`src/rtl/tmds_pkg.sv`:
```
// Shared constants and helpers for the TMDS serialiser gearbox.
// Holds the symbol width, the DVI control symbols, the clock-lane pattern and the slice-width check.
package tmds_pkg;

   localparam int TMDS_WORD_W = 10;

   // DVI control-period symbols; CTL0 doubles as the idle fill on an empty slot
   localparam logic [TMDS_WORD_W-1:0] CTL0 = 10'b1101010100;
   localparam logic [TMDS_WORD_W-1:0] CTL1 = 10'b0010101011;
   localparam logic [TMDS_WORD_W-1:0] CTL2 = 10'b0101010100;
   localparam logic [TMDS_WORD_W-1:0] CTL3 = 10'b1010101011;

   // Sent bit 0 first, this reads on the wire as 1111100000
   localparam logic [TMDS_WORD_W-1:0] CK_PATTERN = 10'b0000011111;

   function automatic bit legal_bpc(input int bpc);
      return (bpc == 1) || (bpc == 2) || (bpc == 5) || (bpc == 10);
   endfunction

endpackage

```
`src/rtl/tmds_lane_shifter.sv`:
```
// One output lane of the gearbox: loads a symbol and emits it BPC bits per cycle.
// The slot order is fixed at load time, so after loading the register always shifts toward bit 0.
module tmds_lane_shifter
   import tmds_pkg::*;
#(
   parameter int BPC       = 2,
   parameter int LSB_FIRST = 1,
   parameter bit INV       = 1'b0
) (
   input  logic                   clk,
   input  logic                   srst,
   input  logic                   load,
   input  logic [TMDS_WORD_W-1:0] sym,
   output logic [BPC-1:0]         bits
);

   logic [TMDS_WORD_W-1:0] sr_q;
   logic [TMDS_WORD_W-1:0] sr_d;
   logic [TMDS_WORD_W-1:0] ord;

   always_comb begin
      ord = '0;
      for (int i = 0; i < TMDS_WORD_W; i++) begin
         ord[i] = (LSB_FIRST != 0) ? sym[i] : sym[TMDS_WORD_W-1-i];
      end
   end

   always_comb begin
      sr_d = sr_q >> BPC;
      if (load) begin
         sr_d = ord;
      end
   end

   always_ff @(posedge clk) begin
      if (srst) begin
         sr_q <= '0;
      end else begin
         sr_q <= sr_d;
      end
   end

   // Polarity swap is applied after slicing, so an inverted lane idles at all ones
   assign bits = sr_q[BPC-1:0] ^ {BPC{INV}};

endmodule

```
`src/rtl/tmds_gearbox.sv`:
```
// TMDS serialiser gearbox: per-lane 10-bit symbols in at pixel rate, BPC-bit slices out per fast clock.
// The phase counter, the load handshake and the sticky underflow flag live here.
module tmds_gearbox
   import tmds_pkg::*;
#(
   parameter int N_DATA_LANES = 3,
   parameter int BPC          = 2,
   parameter int CK_LANE_EN   = 1,
   parameter int LSB_FIRST    = 1,
   parameter logic [N_DATA_LANES+CK_LANE_EN-1:0] INV_MASK = '0
) (
   input  logic                                  CK,
   input  logic                                  SRST,
   input  logic [N_DATA_LANES*TMDS_WORD_W-1:0]   WORD_i,
   input  logic                                  WORD_VLD_i,
   output logic                                  WORD_RDY_o,
   output logic [(N_DATA_LANES+CK_LANE_EN)*BPC-1:0] BITS_o,
   output logic [3:0]                            PH_o,
   output logic                                  CKE_PIX_o,
   output logic                                  UNDERFLOW_o,
   input  logic                                  UF_CLR_i
);

   localparam int N_LANES = N_DATA_LANES + CK_LANE_EN;
   localparam int P       = TMDS_WORD_W / BPC;

   if (!legal_bpc(BPC)) begin : g_bad_bpc
      $error("tmds_gearbox: BPC must be 1, 2, 5 or 10");
   end

   logic [3:0] ph_q;
   logic [3:0] ph_d;
   logic       uf_q;
   logic       uf_d;
   logic       last_ph;
   logic       load;

   always_comb begin
      last_ph = (ph_q == 4'(P - 1));
      load    = last_ph && !SRST;
      ph_d    = last_ph ? 4'd0 : ph_q + 4'd1;
      uf_d    = uf_q;
      // A missed slot outranks a clear arriving in the same cycle
      if (load && !WORD_VLD_i) begin
         uf_d = 1'b1;
      end else if (UF_CLR_i) begin
         uf_d = 1'b0;
      end
   end

   always_ff @(posedge CK) begin
      if (SRST) begin
         ph_q <= '0;
         uf_q <= 1'b0;
      end else begin
         ph_q <= ph_d;
         uf_q <= uf_d;
      end
   end

   assign WORD_RDY_o  = load;
   assign CKE_PIX_o   = load;
   assign PH_o        = ph_q;
   assign UNDERFLOW_o = uf_q;

   for (genvar k = 0; k < N_LANES; k++) begin : g_lane
      logic [TMDS_WORD_W-1:0] sym;

      if (k < N_DATA_LANES) begin : g_data
         assign sym = WORD_VLD_i ? WORD_i[k*TMDS_WORD_W +: TMDS_WORD_W] : CTL0;
      end else begin : g_clk
         assign sym = CK_PATTERN;
      end

      tmds_lane_shifter #(
         .BPC       (BPC),
         .LSB_FIRST (LSB_FIRST),
         .INV       (INV_MASK[k])
      ) u_lane (
         .clk  (CK),
         .srst (SRST),
         .load (load),
         .sym  (sym),
         .bits (BITS_o[k*BPC +: BPC])
      );
   end

endmodule

```
`config.mk`:
```
export PLATFORM = sky130hd
export DESIGN_NAME = tmds_gearbox
export DESIGN_NICKNAME = d
export VERILOG_FILES = /design/src/rtl/tmds_pkg.sv /design/src/rtl/tmds_lane_shifter.sv /design/src/rtl/tmds_gearbox.sv
export SDC_FILE = /design/constraint.sdc
export NUM_CORES = 1
export LEC_CHECK = 0
export BUFFER_PORTS_ARGS = -buffer_cell sky130_fd_sc_hd__buf_2
export CAP_MARGIN = 20
export CORE_MARGIN = 4
export CORE_UTILIZATION = 34
export CTS_CLUSTER_DIAMETER = 40
export CTS_CLUSTER_SIZE = 40
export DETAILED_ROUTE_END_ITERATION = 7
export SLEW_MARGIN = 20
export SYNTH_ARGS = -nofsm -noshare
export SYNTH_HDL_FRONTEND = slang
export SYNTH_SLANG_ARGS = --single-unit
export TNS_END_PERCENT = 1
```
`constraint.sdc`:
```
create_clock -name CK -period 1.8 [get_ports CK]
set_clock_uncertainty 0.2 [all_clocks]
set_input_delay 0.27 -clock CK [delete_from_list [all_inputs] [get_ports CK]]
set_output_delay 0.27 -clock CK [all_outputs]
set_load 0.05 [all_outputs]
```
==> results.py, run 1 <==
metrics = {
    "status": {
        "status": "finished, violations left",
        "failed_checks": "setup timing",
    },
    "clocking": {
        "worstSkewPairLatency_ps": 280,
        "clk_path_buf_depth": 2,
        "clock-root-buffer": "clkbuf_8",
        "clk_pin_slew_ps": 70,
        "cts_sinks": 38,
        "cts_buffers": 5,
        "htreeDepth": 2,
        "cts_tree": "done",
    },
    "global_routing": {
        "grt_pass1_vias": 1191,
        "antenna_found_initial": 0,
        "grt_overflow": 0,
        "busiest_layer": "met2",
        "use_met2": 0.2244,
        "grt_max_degree": 20,
        "grt_usage": 0.1257,
        "gr-usage-met3": 0.04683,
        "grtUsageMet1": 0.1246,
        "grt_pass1_wl_um": 5071,
    },
    "routing": {
        "routed_via_density": 4.540,
        "drc_errors": 0,
        "wirelength_um": 3197,
        "drt_iter0_drc": 38,
        "vias": 1144,
        "drtAntennaViolNets": 0,
        "dr.pass1.iters": 4,
        "routedWlPerCell_um": 12.69,
    },
    "worst_setup_path": {
        "crit_end": "CKE_PIX_o",
        "worstPathArrival_ps": 1410,
        "ff2ff_setup_slack_ps": 130,
        "required_ps": 1330,
        "rr_worst_depth": 6,
        "crit_start": "PH_o[0]$_SDFF_PP0_",
        "reg2reg_from": "PH_o[1]$_SDFF_PP0_",
        "crit_fanout": 3,
        "critPathKind": "flop to primary output",
        "endpoint_kind": "primary output",
        "startpoint_type": "flop",
        "rr_endpoint": "g_lane[2].u_lane.sr_q[5]$_SDFF_PP0_",
    },
    "power_and_ir_drop": {
        "leakage_uw": 0.0009345,
        "irDropWorstVdd_mv": 0.7294,
        "power_density_mw_per_mm2": 984.5,
    },
    "synthesis": {
        "ys_seq_elements": 38,
        "synthCells": 142,
        "synthDistinctLibCells": 25,
        "synth_top_cell_area_share": 0.5282,
        "synth_fp_nets": 178,
        "ys_warn_count": 0,
        "yosysSeqAreaShare": 0.5282,
        "synth_top_cells_by_area": "dfxtp_1 (53%), a22o_1 (7.3%), buf_4 (5.2%)",
        "synth_area_leader_cell": "dfxtp_1",
        "synth_area_mm2": 0.001440,
        "syn_area_per_cell_um2": 10.14,
    },
    "layout": {
        "syn2layout_area_growth_pct": 38.92,
        "final_area_mm2": 0.002001,
        "final_common_cell": "buf_2",
        "num_antenna_cells": 0,
        "final_cell_mix": "buf_2 (46), dfxtp_1 (34), inv_1 (16)",
        "drive_gt1_frac": 0.4158,
        "num-fill-cells": 363,
        "fin_nets": 237,
        "final_core_util": 0.4931,
    },
    "flow_run": {
        "drv_cap": 0,
    },
    "place": {
        "placed_area_mm2": 0.001685,
        "dpl_worst_slack_ps": 98.00,
        "io_buffers": 48,
        "dp_hpwl_um": 2172,
        "gp_congestion": 0.7367,
    },
    "floorplan": {
        "chipWidth_um": 73.08,
        "die_h_um": 73.08,
        "die_area_mm2": 0.005341,
        "initial_core_util": 0.3549,
        "rows": 23,
        "core_mm2": 0.004058,
        "io_pins": 49,
    },
    "timing": {
        "timing_worst_slew_pin_value_ps": 473.5,
        "worst_slack_ps": -84.95,
        "finalCritPeriodShare": 1.047,
        "drv_slew": 0,
        "report.final.setup_viol": 2,
        "hold_viol_final": 0,
        "slew-limit-headroom": 0.6840,
        "max_freq_mhz": 530.5,
        "fin_crit_ps": 1885,
        "rsz0062_at_grt": "yes",
    },
    "min_path": {
        "min_path_type": "input port to flop",
    },
}
==> where the power goes <==
group | total (µW) | switching, µW | leakage (µW) | internal [µW]
clock | 823 | 288 | 0.0000696 | 535
sequential | 884 | 12.4 | 0.000309 | 871
combinational | 263 | 148 | 0.000556 | 114
==> worst min path at each step <==
stage / start / end / slack (ps) / depth (start not counted)
after floorplan: WORD_i[1] / g_lane[0].u_lane.sr_q[1]$_SDFF_PP0_ / 200 / 1
after global placement: g_lane[1].u_lane.sr_q[5]$_SDFF_PP0_ / g_lane[1].u_lane.sr_q[3]$_SDFF_PP0_ / 230 / 1
after detailed placement: g_lane[0].u_lane.sr_q[9]$_SDFF_PP0_ / g_lane[0].u_lane.sr_q[7]$_SDFF_PP0_ / 230 / 1
after CTS: WORD_i[28] / g_lane[2].u_lane.sr_q[8]$_SDFF_PP0_ / 0.4 / 3
after global routing: WORD_i[18] / g_lane[1].u_lane.sr_q[8]$_SDFF_PP0_ / 20 / 3
final: WORD_i[28] / g_lane[2].u_lane.sr_q[8]$_SDFF_PP0_ / 20 / 3
==> critical path, stage by stage (launching register included) <==
cell,delay [ps]
dfxtp_4,350
inv_2,40
ha_4,140
and3b_2,230
nand2b_4,90
clkinvlp_4,110
buf_8,160
==> state kept, by name, summed over array words and instances (netlist names) <==
| signal | cells |
|---|---|
| PH_o | 4 |
| g_lane.u_lane.sr_q | 33 |
| UNDERFLOW_o | 1 |
==> timing repair <==
item / CTS / global route
pin swaps: 1 / 1
buffers inserted: 3 / 1
resized for setup: 7 / 1
hold endpoints to repair: 12 / 0
endpoints found under the setup margin: 2 / 14
hold buffers: 12 / 0
==> layout make-up <==
| class | instances | area (µm²) | share of cell area |
|---|---|---|---|
| Tap cell | 50 | 62.56 | 0.03127 |
| Multi-Input combinational cell | 66 | 491.7 | 0.2458 |
| Clock buffer | 7 | 107.6 | 0.05378 |
| Inverter | 19 | 75.07 | 0.03752 |
| Sequential cell | 38 | 770.7 | 0.3852 |
| Clock inverter | 1 | 30.03 | 0.01501 |
| Timing Repair Buffer | 71 | 462.9 | 0.2314 |
==> routing by layer <==
layer  up-vias  share of wire
met1       515           0.39
met4         0          0.033
met5         -              0
met2        35           0.51
li1        581              -
met3        13          0.061
==> cell families after synthesis <==
kind of cell	after synthesis	synth area share
buffers and inverters	38	0.1494
flip-flops	38	0.5282
AO/OA/AOI/OAI	31	0.1816
AND/OR/NAND/NOR	31	0.1103
adder cells (fa/ha/maj)	2	0.01737
XOR/XNOR	1	0.006083
multiplexers	1	0.006951
==> synth_stat cells <==
cell / count
nand3b_1: 1
nand2b_1: 1
xnor2_1: 1
and3b_1: 1
nor2_4: 1
nand3_1: 4
buf_2: 4
buf_6: 4
dfxtp_1: 38
a311oi_1: 5
ha_1: 2
o31ai_1: 1
nor3b_2: 1
buf_4: 10
a311oi_2: 4
nand2_1: 3
nor2_1: 15
or3b_2: 1
inv_1: 19
buf_1: 1
a22o_1: 12
a21oi_1: 9
and2_1: 1
nor3_1: 2
mux2i_1: 1
==> through the flow <==
| stage | total power [µW] | setup TNS (ps) | instances | hold slack [ps] |
|---|---|---|---|---|
| 6_report | 1970 | -169.8 | 252 | 18.21 |
| 5_1_grt | 2051 | -285.9 | 252 | 15.32 |
| 4_1_cts | 1991 | -196.3 | 251 | 0.3656 |
| 3_5_place_dp | 1124 | 0 | 228 | 234.7 |
| 3_3_place_gp | 1120 | 0 | 228 | 229.2 |
| 2_1_floorplan | 1066 | -332.6 | 142 | 195.5 |
Note: power is estimated with default switching activity, not from simulation.
==> run 2: changes to the inputs <==
--- a/config.mk
+++ b/config.mk
@@ -5,6 +5,7 @@
 export SDC_FILE = /design/constraint.sdc
 export NUM_CORES = 1
 export LEC_CHECK = 0
+export ABC_AREA = 1
 export BUFFER_PORTS_ARGS = -buffer_cell sky130_fd_sc_hd__buf_2
 export CAP_MARGIN = 20
 export CORE_MARGIN = 4
@@ -12,7 +13,6 @@
 export CTS_CLUSTER_DIAMETER = 40
 export CTS_CLUSTER_SIZE = 40
 export DETAILED_ROUTE_END_ITERATION = 7
-export SLEW_MARGIN = 20
 export SYNTH_ARGS = -nofsm -noshare
 export SYNTH_HDL_FRONTEND = slang
 export SYNTH_SLANG_ARGS = --single-unit
==> constraint.sdc (replaced) <==
create_clock -name CK -period 2 [get_ports CK]
set_clock_uncertainty 0.2 [all_clocks]
set_input_delay 0.3 -clock CK [delete_from_list [all_inputs] [get_ports CK]]
set_output_delay 0.3 -clock CK [all_outputs]
set_load 0.05 [all_outputs]
==> run 2 against run 1 <==
The flow now finishes without violations. Critical path type unchanged. Total power shrank 12%. Sequential cell count is the same. Cell count grew 18%. Count of clock-buffer cells in the layout is the same. Via count grew 18%. Highest routed layer unchanged. Register-to-register slack gained 160 ps. Synthesized area grew 10%. Die area grew 9.0%. Largest power group unchanged. Critical path depth grew 1. Non-clock buffer count shrank 20.
==> results.py, run 2 <==
metrics = {
    "status": {
        "status": "finished clean",
    },
    "floorplan": {
        "die_area_mm2": 0.005823,
        "die_h_um": 76.31,
        "io_pins": 49,
        "chipWidth_um": 76.31,
        "initial_core_util": 0.3570,
        "core_mm2": 0.004444,
        "rows": 24,
    },
    "clocking": {
        "cts_sinks": 38,
        "clock-root-buffer": "clkbuf_8",
        "worstSkewPairLatency_ps": 290,
        "clk_pin_slew_ps": 70,
        "cts_setup_buffers": 0,
        "clk_path_buf_depth": 2,
        "cts_buffers": 5,
        "postCtsHoldBufs": 0,
        "htreeDepth": 2,
        "cts_tree": "done",
    },
    "synthesis": {
        "synth.most_common_cell": "nand2_1",
        "synthDistinctLibCells": 16,
        "async_flop_share": 0,
        "synth_area_leader_cell": "dfxtp_1",
        "synth_top_cells_by_count": "nand2_1 (53), dfxtp_1 (38), nand3_1 (35), nor2_1 (20)",
        "synth_edf_count": 0,
        "ys_seq_elements": 38,
        "synth_area_mm2": 0.001587,
        "synthCells": 207,
        "synth_fp_nets": 243,
        "yosysSeqAreaShare": 0.4795,
        "synth_flop_cell": "dfxtp_1",
        "ys_warn_count": 0,
        "syn_area_per_cell_um2": 7.664,
        "synth_top_cells_by_area": "dfxtp_1 (48%), nand2_1 (13%), nand3_1 (11%)",
        "synth_top_cell_area_share": 0.4795,
    },
    "layout": {
        "largest_register_ffs": 33,
        "top_register": "g_lane.u_lane.sr_q",
        "final_core_util": 0.4398,
        "syn2layout_area_growth_pct": 23.19,
        "drive_gt1_frac": 0.2776,
        "num_antenna_cells": 0,
        "fin_nets": 280,
        "num-fill-cells": 474,
        "final_cell_mix": "nand2_1 (52), buf_2 (46), dfxtp_1 (35), nand3_1 (35), nor2_1 (20)",
        "final_common_cell": "nand2_1",
    },
    "power_and_ir_drop": {
        "irDropWorstVdd_mv": 0.4386,
        "leakage_uw": 0.001035,
        "p_total_uw": 1742,
        "power_density_mw_per_mm2": 891.4,
    },
    "routing": {
        "top_layer_used": "met4",
        "drt-met1-wl_um": 1475,
        "dr.pass1.iters": 4,
        "vias": 1355,
        "wl_met3_um": 174,
        "routed_via_density": 4.562,
        "drc_errors": 0,
        "routed-wl-met2_um": 1529,
        "wirelength_um": 3241,
        "routedWlPerCell_um": 10.91,
        "drt_iter0_drc": 87,
        "drtAntennaViolNets": 0,
    },
    "worst_setup_path": {
        "endpoint_kind": "primary output",
        "startpoint_type": "flop",
        "crit_fanout": 8,
        "worstPathArrival_ps": 1450,
        "required_ps": 1500,
        "critPathKind": "flop to primary output",
    },
    "timing": {
        "worst_slack_ps": 51.80,
        "hold_viol_final": 0,
        "finalCritPeriodShare": 0.9741,
        "drv_slew": 0,
        "max_freq_mhz": 513.3,
        "report.final.setup_viol": 0,
        "tns_ps": 0,
        "timing_worst_slew_pin_value_ps": 523.5,
        "fin_crit_ps": 1948,
        "rsz0062_at_grt": "yes",
        "slew-limit-headroom": 0.6506,
    },
    "flow_run": {
        "drv_cap": 0,
    },
    "global_routing": {
        "grt_usage": 0.1134,
        "antenna_found_initial": 0,
        "grt_pass1_wl_um": 5395,
        "grt_pass1_vias": 1199,
        "grt_overflow": 0,
        "grt_max_degree": 52,
    },
    "min_path": {
        "min_path_type": "input port to flop",
    },
    "place": {
        "io_buffers": 48,
        "dpl_worst_slack_ps": 271.8,
        "dp_hpwl_um": 2149,
        "gp_congestion": 0.6579,
    },
}
[run 2: changes by cell type in the layout (fill, tap and decap cells not counted), moves of 4 or more]
| cell | before | now |
|---|---|---|
| a21oi_1 | 9 | 0 |
| a22o_1 | 12 | 0 |
| a311oi_1 | 5 | 0 |
| a311oi_2 | 4 | 0 |
| buf_4 | 11 | 5 |
| dlygate4sd3_1 | 12 | 0 |
| nand2_1 | 3 | 52 |
| nand3_1 | 4 | 35 |
| nand3b_1 | 1 | 16 |
| nor2_1 | 15 | 20 |
[run 2: where the power goes]
group	switching (µW)	internal (µW)	leakage [µW]
Clock	265	482	0.0000696
Combinational	131	67.4	0.000657
Sequential	14.7	783	0.000309
Total	411	1330	0.00104
[run 2: logic make-up after synthesis]
logic type,after synthesis,share of synthesized area
adders and majority gates,2,0.01577
xor gates and xnor gates,1,0.005522
buffers and inverters,38,0.1191
DFF,38,0.4795
and+or+nand+nor,128,0.3801
[run 2: stage by stage]
step                      hold slack [ps]  instance area, µm²  std cells
after floorplan                     172.4                1617        207
after global placement              228.0                1812        289
after detailed placement            231.4                1812        289
after CTS                          0.9871                1949        297
after global routing                3.696                1954        297
final                               11.06                1954        297
[run 2: critical path: stages, from the launching register on]
cell and delay, ps:
dfxtp_4 360, inv_1 60, ha_2 190, nand2_2 70, nor2_4 110, nand2_4 100
clkinvlp_4 80, buf_4 190
[run 2: repair_timing]
action	4_1_cts	5_1_grt
endpoints found under the setup margin	2	2
gates resized for setup	0	4
hold endpoints to repair	0	0
[run 2: metal layers]
metal  track usage  vias to the layer above
met2        0.1916                       35
met4       0.05435                        0
met1        0.1308                      602
met5             0                        -
li1              -                      713
met3       0.03310                        5
[run 2: area by class of cell]
type                       instances  area (µm²)  share of cell area
clock buffer                       7       107.6             0.05506
clock inverter                     1       30.03             0.01536
inverter                          17       67.56             0.03457
multi-input combinational        131       646.9              0.3310
sequential                        38       769.5              0.3937
tap                               52       65.06             0.03329
timing repair buffer              51       267.8              0.1370
[run 2: final timing paths]
kind | start | endpoint | slack [ps] | cells after the start
worst min-delay path | SRST | g_lane[3].u_lane.sr_q[2]$_SDFF_PP0_ | 10 | 2
worst max-delay path | PH_o[0]$_SDFF_PP0_ | WORD_RDY_o | 50 | 7
worst min register to register | g_lane[0].u_lane.sr_q[9]$_SDFF_PP0_ | g_lane[0].u_lane.sr_q[7]$_SDFF_PP0_ | 250 | 2
worst max register to register | PH_o[0]$_SDFF_PP0_ | PH_o[2]$_SDFF_PP0_ | 290 | 5
==> run 3: changes to the inputs <==
--- a/config.mk
+++ b/config.mk
@@ -9,7 +9,7 @@
 export BUFFER_PORTS_ARGS = -buffer_cell sky130_fd_sc_hd__buf_2
 export CAP_MARGIN = 20
 export CORE_MARGIN = 4
-export CORE_UTILIZATION = 34
+export CORE_UTILIZATION = 35
 export CTS_CLUSTER_DIAMETER = 40
 export CTS_CLUSTER_SIZE = 40
 export DETAILED_ROUTE_END_ITERATION = 7
==> run 3 against run 2 <==
Combinational power about the same. Register-to-register slack about the same. Critical path type unchanged. Count of clock-buffer cells in the layout down 2. Sequential share of layout area is 1.2 points higher. Sequential cell count stayed put. First-iteration DRC count is 29% lower. Utilization down 0.74 points. Die area fell by 2.6%. Routed wire length fell by 1.9%. Largest cell class unchanged. Clock power fell by 36%. Critical path depth did not move. Largest power group unchanged.
==> results.py, run 3 (same netlist as run 2, synthesis figures left out) <==
metrics = {
    "status": {
        "status": "finished clean",
    },
    "worst_setup_path": {
        "critPathKind": "flop to primary output",
        "crit_path_max_incr_delay_ps": 360,
        "worstPathArrival_ps": 1440,
        "crit_slowest_cell": "dfxtp_4",
        "startpoint_type": "flop",
        "cp_cell_sequence": "inv_1 > ha_2 > nand2_2 > nor2_4 > nand2_4 > clkinvlp_4 > buf_4",
        "crit_fanout": 8,
        "required_ps": 1500,
        "endpoint_kind": "primary output",
    },
    "power_and_ir_drop": {
        "p_comb_frac": 0.134,
        "leakage_uw": 0.001009,
        "power_density_mw_per_mm2": 777.6,
        "irDropWorstVdd_mv": 0.4356,
        "p_total_uw": 1474,
        "p_seq_frac": 0.541,
        "power.internal_uw": 1084,
        "clock_power_share": 0.325,
        "swShare": 0.2645,
        "switchingPower_uw": 389.9,
    },
    "timing": {
        "max_freq_mhz": 516.0,
        "rsz0062_at_grt": "yes",
        "report.final.setup_viol": 0,
        "drv_slew": 0,
        "slew-limit-headroom": 0.6547,
        "hold_viol_final": 0,
        "fin_crit_ps": 1938,
        "finalCritPeriodShare": 0.9691,
        "timing_worst_slew_pin_value_ps": 517.4,
        "tns_ps": 0,
    },
    "clocking": {
        "htreeDepth": 2,
        "clk_path_buf_depth": 2,
        "clock-root-buffer": "clkbuf_8",
        "worstSkewPairLatency_ps": 280,
        "cts_sinks": 38,
        "cts_setup_buffers": 0,
        "cts_buffers": 5,
        "clk_pin_slew_ps": 70,
        "cts_tree": "done",
    },
    "global_routing": {
        "grt_pass1_wl_um": 5147,
        "grt_pass1_vias": 1173,
        "grt_max_degree": 52,
        "antenna_found_initial": 0,
        "grt_usage": 0.1196,
        "grt_overflow": 0,
    },
    "routing": {
        "routedWlPerCell_um": 10.74,
        "wirelength_um": 3179,
        "vias": 1295,
        "drt_iter0_drc": 62,
        "drc_errors": 0,
        "dr.pass1.iters": 4,
        "drtAntennaViolNets": 0,
        "routed_via_density": 4.375,
    },
    "layout": {
        "register_area_um2": 769.5,
        "final_core_util": 0.4324,
        "top_register": "g_lane.u_lane.sr_q",
        "syn2layout_area_growth_pct": 19.48,
        "fin_nets": 280,
        "largest_register_ffs": 33,
        "drive_gt1_frac": 0.2746,
        "num-fill-cells": 469,
        "multi_input_area_um2": 646.9,
        "num_antenna_cells": 0,
        "instances_no_fill": 296,
        "final_common_cell": "nand2_1",
        "final_cell_mix": "nand2_1 (52), buf_2 (46), dfxtp_1 (35), nand3_1 (35), nor2_1 (20)",
    },
    "floorplan": {
        "die_h_um": 75.33,
        "rows": 24,
        "initial_core_util": 0.3619,
        "die_area_mm2": 0.005674,
        "io_pins": 49,
        "core_mm2": 0.004384,
        "chipWidth_um": 75.33,
    },
    "flow_run": {
        "drv_cap": 0,
    },
    "place": {
        "dp_hpwl_um": 2100,
        "gp_congestion": 0.6690,
        "dp.cells": 289,
        "io_buffers": 48,
    },
    "min_path": {
        "min_path_type": "input port to flop",
    },
}
[run 3: worst paths after layout]
check / slack, ps / depth (start not counted) / endpoint / start
setup / recovery: 60 / 7 / CKE_PIX_o / PH_o[0]$_SDFF_PP0_
hold / removal: 10 / 2 / g_lane[3].u_lane.sr_q[0]$_SDFF_PP0_ / SRST
setup reg to reg: 290 / 5 / PH_o[2]$_SDFF_PP0_ / PH_o[0]$_SDFF_PP0_
hold reg to reg: 250 / 2 / g_lane[2].u_lane.sr_q[2]$_SDFF_PP0_ / g_lane[2].u_lane.sr_q[4]$_SDFF_PP0_
[run 3: worst max-delay path: cells and delay by family, from the launching register on]
kind / cells / cell delay (ps)
fa+ha+maj: 1 / 190
buf+inv: 3 / 330
flops: 1 / 360
simple gates: 3 / 280
[run 3: stage by stage]
| step | instance area, µm² | setup slack, ps | hold slack (ps) |
|---|---|---|---|
| finish | 1896 | 61.86 | 9.740 |
| global route | 1896 | -25.71 | 13.89 |
| CTS | 1891 | -18.55 | 1.273 |
| detailed placement | 1812 | 273.1 | 239.2 |
| global placement | 1812 | 304.1 | 230.3 |
| floorplan | 1617 | 7.635 | 172.4 |
[run 3: cell type report]
type | count | share of cell area
clock buffers | 5 | 0.03630
clock inverters | 2 | 0.005281
inverters | 17 | 0.03564
multi-input cells | 131 | 0.3413
flip-flops and latches | 38 | 0.4059
well taps | 52 | 0.03432
repair buffers | 51 | 0.1413
[run 3: power groups by stage]
| stage | Clock [µW] | Sequential (µW) | Combinational (µW) |
|---|---|---|---|
| after global routing | 532 | 800 | 220 |
| after detailed placement | 0 | 815 | 200 |
| after global placement | 0 | 813 | 199 |
| final | 479 | 797 | 198 |
| after floorplan | 0 | 838 | 121 |
| after CTS | 498 | 797 | 201 |
[run 3: what timing repair did]
item                                    4_1_cts  5_1_grt
hold buffers                                  0        0
endpoints found under the setup margin        2        2
gates resized for setup                       0        4
cloned                                        0        0
[run 3: per-layer routing]
layer,part of all wire,GRT usage,vias to the layer above
li1,-,-,713
met1,0.47,0.1350,543
met2,0.45,0.2100,35
met3,0.066,0.03298,4
met4,0.016,0.05243,0
met5,0,0,-
